<file path="config.mk">
export PLATFORM = sky130hd
export DESIGN_NAME = jtpopeye_dma
export DESIGN_NICKNAME = d
export VERILOG_FILES = /design/src/rtl/jtpopeye_pkg.sv /design/src/rtl/jtpopeye_dma.sv
export SDC_FILE = /design/constraint.sdc
export NUM_CORES = 1
export LEC_CHECK = 0
export ABC_AREA = 1
export CAP_MARGIN = 0
export CORE_UTILIZATION = 45
export DETAILED_ROUTE_END_ITERATION = 10
export GPL_ROUTABILITY_DRIVEN = 0
export PLACE_DENSITY = 0.79
export SLEW_MARGIN = 20
export SYNTH_ARGS = -nofsm -noshare
export SYNTH_HDL_FRONTEND = slang
export SYNTH_SLANG_ARGS = --single-unit
</file>
<file path="constraint.sdc">
create_clock -name clk -period 1.73 [get_ports clk]
set_clock_uncertainty 0.15 [all_clocks]
set_input_delay 0.4325 -clock clk [delete_from_list [all_inputs] [get_ports clk]]
set_output_delay 0.4325 -clock clk [all_outputs]
set_load 0.01 [all_outputs]
</file>
<file path="src/rtl/jtpopeye_pkg.sv">
// Shared definitions for the Popeye object path: DMA state encoding and transfer length.
package jtpopeye_pkg;

  typedef enum logic [1:0] {
    ST_IDLE  = 2'd0,
    ST_REQ   = 2'd1,
    ST_COPY  = 2'd2,
    ST_DRAIN = 2'd3
  } dma_state_e;

  localparam logic [9:0] DMA_LEN_DEF = 10'd512;

endpackage

</file>
<file path="src/rtl/jtpopeye_dma.sv">
// Object DMA: on each VB rise, takes the Z80 bus and copies DMA_LEN bytes from
// main RAM (0x8400 window) into the object buffer, then releases the bus.
module jtpopeye_dma
  import jtpopeye_pkg::*;
#(
  parameter logic [9:0] DMA_LEN = DMA_LEN_DEF,
  parameter int         OBJ_AW  = 9
) (
  input  logic              clk,
  input  logic              rst,
  input  logic              cen,
  input  logic              VB,
  input  logic              busak_n,
  input  logic [7:0]        DD_DMA,
  output logic              busrq_n,
  output logic              dma_cs,
  output logic [9:0]        AD_DMA,
  output logic [OBJ_AW-1:0] obj_addr,
  output logic [7:0]        obj_data,
  output logic              obj_we,
  output logic              busy
);

  dma_state_e        state_q, state_d;
  logic              vbl_q, vbl_d;
  logic [9:0]        ad_q, ad_d;
  // rd_vld_q: the RAM latched an address on the previous cen, so its byte is on DD_DMA now
  logic              rd_vld_q, rd_vld_d;
  logic [OBJ_AW-1:0] rd_idx_q, rd_idx_d;

  always_comb begin
    state_d  = state_q;
    vbl_d    = vbl_q;
    ad_d     = ad_q;
    rd_vld_d = rd_vld_q;
    rd_idx_d = rd_idx_q;
    if (cen) begin
      vbl_d    = VB;
      rd_vld_d = (state_q == ST_COPY);
      if (state_q == ST_COPY) rd_idx_d = OBJ_AW'(ad_q);
      case (state_q)
        ST_IDLE:  if (VB && !vbl_q) state_d = ST_REQ;
        ST_REQ: begin
          if (!busak_n) begin
            state_d = ST_COPY;
            ad_d    = 10'd0;
          end
        end
        ST_COPY: begin
          if (ad_q == DMA_LEN - 10'd1) state_d = ST_DRAIN;
          else                         ad_d    = ad_q + 10'd1;
        end
        // first DRAIN cen carries the last write, the second one releases the bus
        ST_DRAIN: if (!rd_vld_q) state_d = ST_IDLE;
        default:  state_d = ST_IDLE;
      endcase
    end
  end

  always_ff @(posedge clk or posedge rst) begin
    if (rst) begin
      state_q  <= ST_IDLE;
      vbl_q    <= 1'b1;
      ad_q     <= 10'd0;
      rd_vld_q <= 1'b0;
      rd_idx_q <= '0;
    end else begin
      state_q  <= state_d;
      vbl_q    <= vbl_d;
      ad_q     <= ad_d;
      rd_vld_q <= rd_vld_d;
      rd_idx_q <= rd_idx_d;
    end
  end

  // Bus handshake outputs decode straight from the state flop, so reset frees the bus at once.
  assign busy     = (state_q != ST_IDLE);
  assign busrq_n  = ~busy;
  assign dma_cs   = (state_q == ST_COPY);
  assign AD_DMA   = ad_q;
  assign obj_addr = rd_idx_q;
  assign obj_we   = cen & rd_vld_q;
  assign obj_data = rd_vld_q ? DD_DMA : 8'd0;

endmodule
</file>
==> run metrics <==
Routed WL per cell 14.1 microns; antenna viol nets, final 0; number of instances in the placed design 266; hold slack 296 ps; number of vias per cell 5.15; Post-synth EDFFs 0; Worst EP arrival 1140 ps; Post-CTS Hold Buffers 0; total chip power 2.37 mW; delay-heaviest family, CP flip-flops; Iteration-0 DRC Markers 57; H-tree levels 1; GRT Resource Usage Total 0.226; critical path class flip-flop to primary output; Slowest cell on crit path dfrtp_1; CP dominant cell by count buf_6; Commonest cells post-synth 63 x nand2_1, 23 x inv_1, 22 x dfrtp_1; Tightest Hold Check Type primary input to asynchronous set/reset pin; share of the synthesized area in the top cell type 0.412; Worst Path Buf+Inv 2; Distinct cells, synth 26; die height 56.5 microns; CP endpoint kind primary output; Layout area overhead 58.7%; die extent in x 56.5 microns; WL final 4000 microns; #FFs+latches synth 23; most instantiated library cell after synthesis nand2_1; final worst-path cycle share 0.997; first-pass iteration count of the detailed router 5; num rows 19; maximum fanout along the worst path 2; ANT cells 0; biggest area consumer among synthesized cells dfrtp_1; Layout Nets 271; worst slack at placement -439 ps; Syn Area/Cell 7.51 sq um; slowest stage delay, CP 430 ps; CTS Root Cell clkbuf_4; Mapped Nets 196; total number of vias 1,457; Die Footprint 3190 sq um; Area contributors post-synth dfrtp_1 41%, nand2_1 18%, inv_1 6.5%, ha_1 4.7%, o21ai_1 3.7%; Syn. warnings 0; status complete, no violations; worst endpoint required time 1150 ps; IO Port Bufs 43; async set or reset register ratio after synthesis 1.00; worst vdd ir 0.00133 V; vias in the first global route 1,235; DPL Wire Length 2440 microns; P per Cell Area 1120 nW/um^2; final setup vio count 0; Residual DRC 0; Post-Synthesis Cells 178; Least-Margin Pin Slew 299 ps; post-synthesis sequential area ratio 0.431; Final WS setup 5.07 ps; Final Non-Filler Cells 283; Cell Area, Synth 1340 sq um; minimum clock period 1720 ps; TritonCTS clock tree built; total of max-cap violations 0; Max-slew headroom 0.801; core area 2780 sq um; ratio of cells with drive above 1 in the final layout 0.282; total gr overflow 0; f_max 580 MHz; Filler cells 196; fin. max-slew vios 0; ys flop type dfrtp_1; clock buffer depth 2; clock tree sinks 23; number of buffers created by CTS 3; Initial Utilization 0.481; Hold Violations, Final 0; largest net degree at the start of global routing 24; RSZ-0062 raised after global routing true; first-pass GRT wire length 5600 microns; Startpoint Class flip-flop; cells along the critical path buf_6 -> ha_4 -> buf_6; worst-skew pair later-pin latency 310 ps; Static Leak 1.23 nW; boundary pin count 44; Clock transition at path regs 130 ps; initial antenna violation count 0
kinds of logic (layout without fill, tap and decap cells):
logic type,after synthesis,after routing,synth area share
flip-flops,23,23,0.431
adder cells (fa/ha/maj),5,5,0.0468
buffers and inverters,32,105,0.0917
AND/OR/NAND/NOR,95,96,0.316
multiplexers,3,3,0.0253
AO/OA/AOI/OAI,20,20,0.0889
worst paths after layout:
check,slack [ps],to,startpoint,depth (start not counted)
setup / recovery,5,dma_cs,state_q[1]$_DFFE_PP0P_,3
hold / removal,300,AD_DMA[4]$_DFFE_PP0P_,rst,3
setup reg to reg,20,AD_DMA[5]$_DFFE_PP0P_,state_q[0]$_DFFE_PP0P_,8
hold reg to reg,350,obj_addr[6]$_DFFE_PP0P_,obj_addr[6]$_DFFE_PP0P_,1
max in group asynchronous,840,vbl_q$_DFFE_PP1P_,rst,3
min in group clk,350,obj_addr[6]$_DFFE_PP0P_,obj_addr[6]$_DFFE_PP0P_,1
what timing repair did:
item / CTS / global route
gates cloned: 0 / 1
pin swaps: 1 / 12
endpoints found under the setup margin: 31 / 19
endpoints found under the hold margin: 0 / 0
resized for setup: 78 / 20
setup buffers: 9 / 4
through the flow:
step / setup TNS, ps / cell area (sq um) / util
after floorplan: 0 / 1340 / -
after global routing: -76.1 / 2120 / 0.763
final: 0 / 2120 / 0.763
after detailed placement: -5970 / 1920 / 0.691
after CTS: -12.2 / 1980 / 0.711
after global placement: -5430 / 1920 / 0.691
report_power, final:
| part | internal, mW | switching (mW) | leakage (nW) |
|---|---|---|---|
| registers | 0.616 | 0.0663 | 0.311 |
| logic | 0.661 | 0.769 | 0.900 |
| clock network | 0.0901 | 0.164 | 0.0150 |
| total | 1.37 | 1.00 | 1.23 |
state kept, by name, summed over array words and instances (netlist names):
register / flops
AD_DMA: 10
obj_addr: 9
rd_vld_q: 1
state_q: 2
vbl_q: 1
worst reg2reg max path: cells and delay by family, from the launching register on:
kind,cells,cell delay [ps]
flip-flops,1,410
AO/OA/AOI/OAI,2,390
buffers and inverters,3,350
AND/OR/NAND/NOR,2,180
adder cells (fa/ha/maj),1,170
cell type report:
type / count / area, sq um / area share
clock buffer: 4 / 26.3 / 0.0124
inverter: 29 / 109 / 0.0513
multi-input combinational: 124 / 743 / 0.350
sequential: 23 / 578 / 0.272
tap: 31 / 38.8 / 0.0183
timing repair buffer: 72 / 627 / 0.295
placed cells by master (no fill, tap or decap), types with 3 or more instances in the layout:
cell type / count
clkbuf_4: 3
mux2_1: 3
nand2_1: 61
dlymetal6s2s_1: 5
buf_4: 25
dfrtp_1: 21
nand2_8: 3
buf_2: 8
o21ai_0: 3
nand3_1: 7
clkdlybuf4s50_1: 7
ha_4: 4
nor2_1: 13
dlygate4sd2_1: 18
inv_2: 7
buf_6: 7
a21oi_1: 4
inv_1: 21
o21ai_1: 10
per-layer routing:
metal  global-route usage  vias to the layer above  share of wire
li1                     -                      696              -
met1                0.299                      703           0.40
met2                0.387                       52           0.54
met3               0.0207                        6          0.051
met4               0.0732                        0          0.011
met5                    0                        -              0
Note: power is estimated with default switching activity, not from simulation.
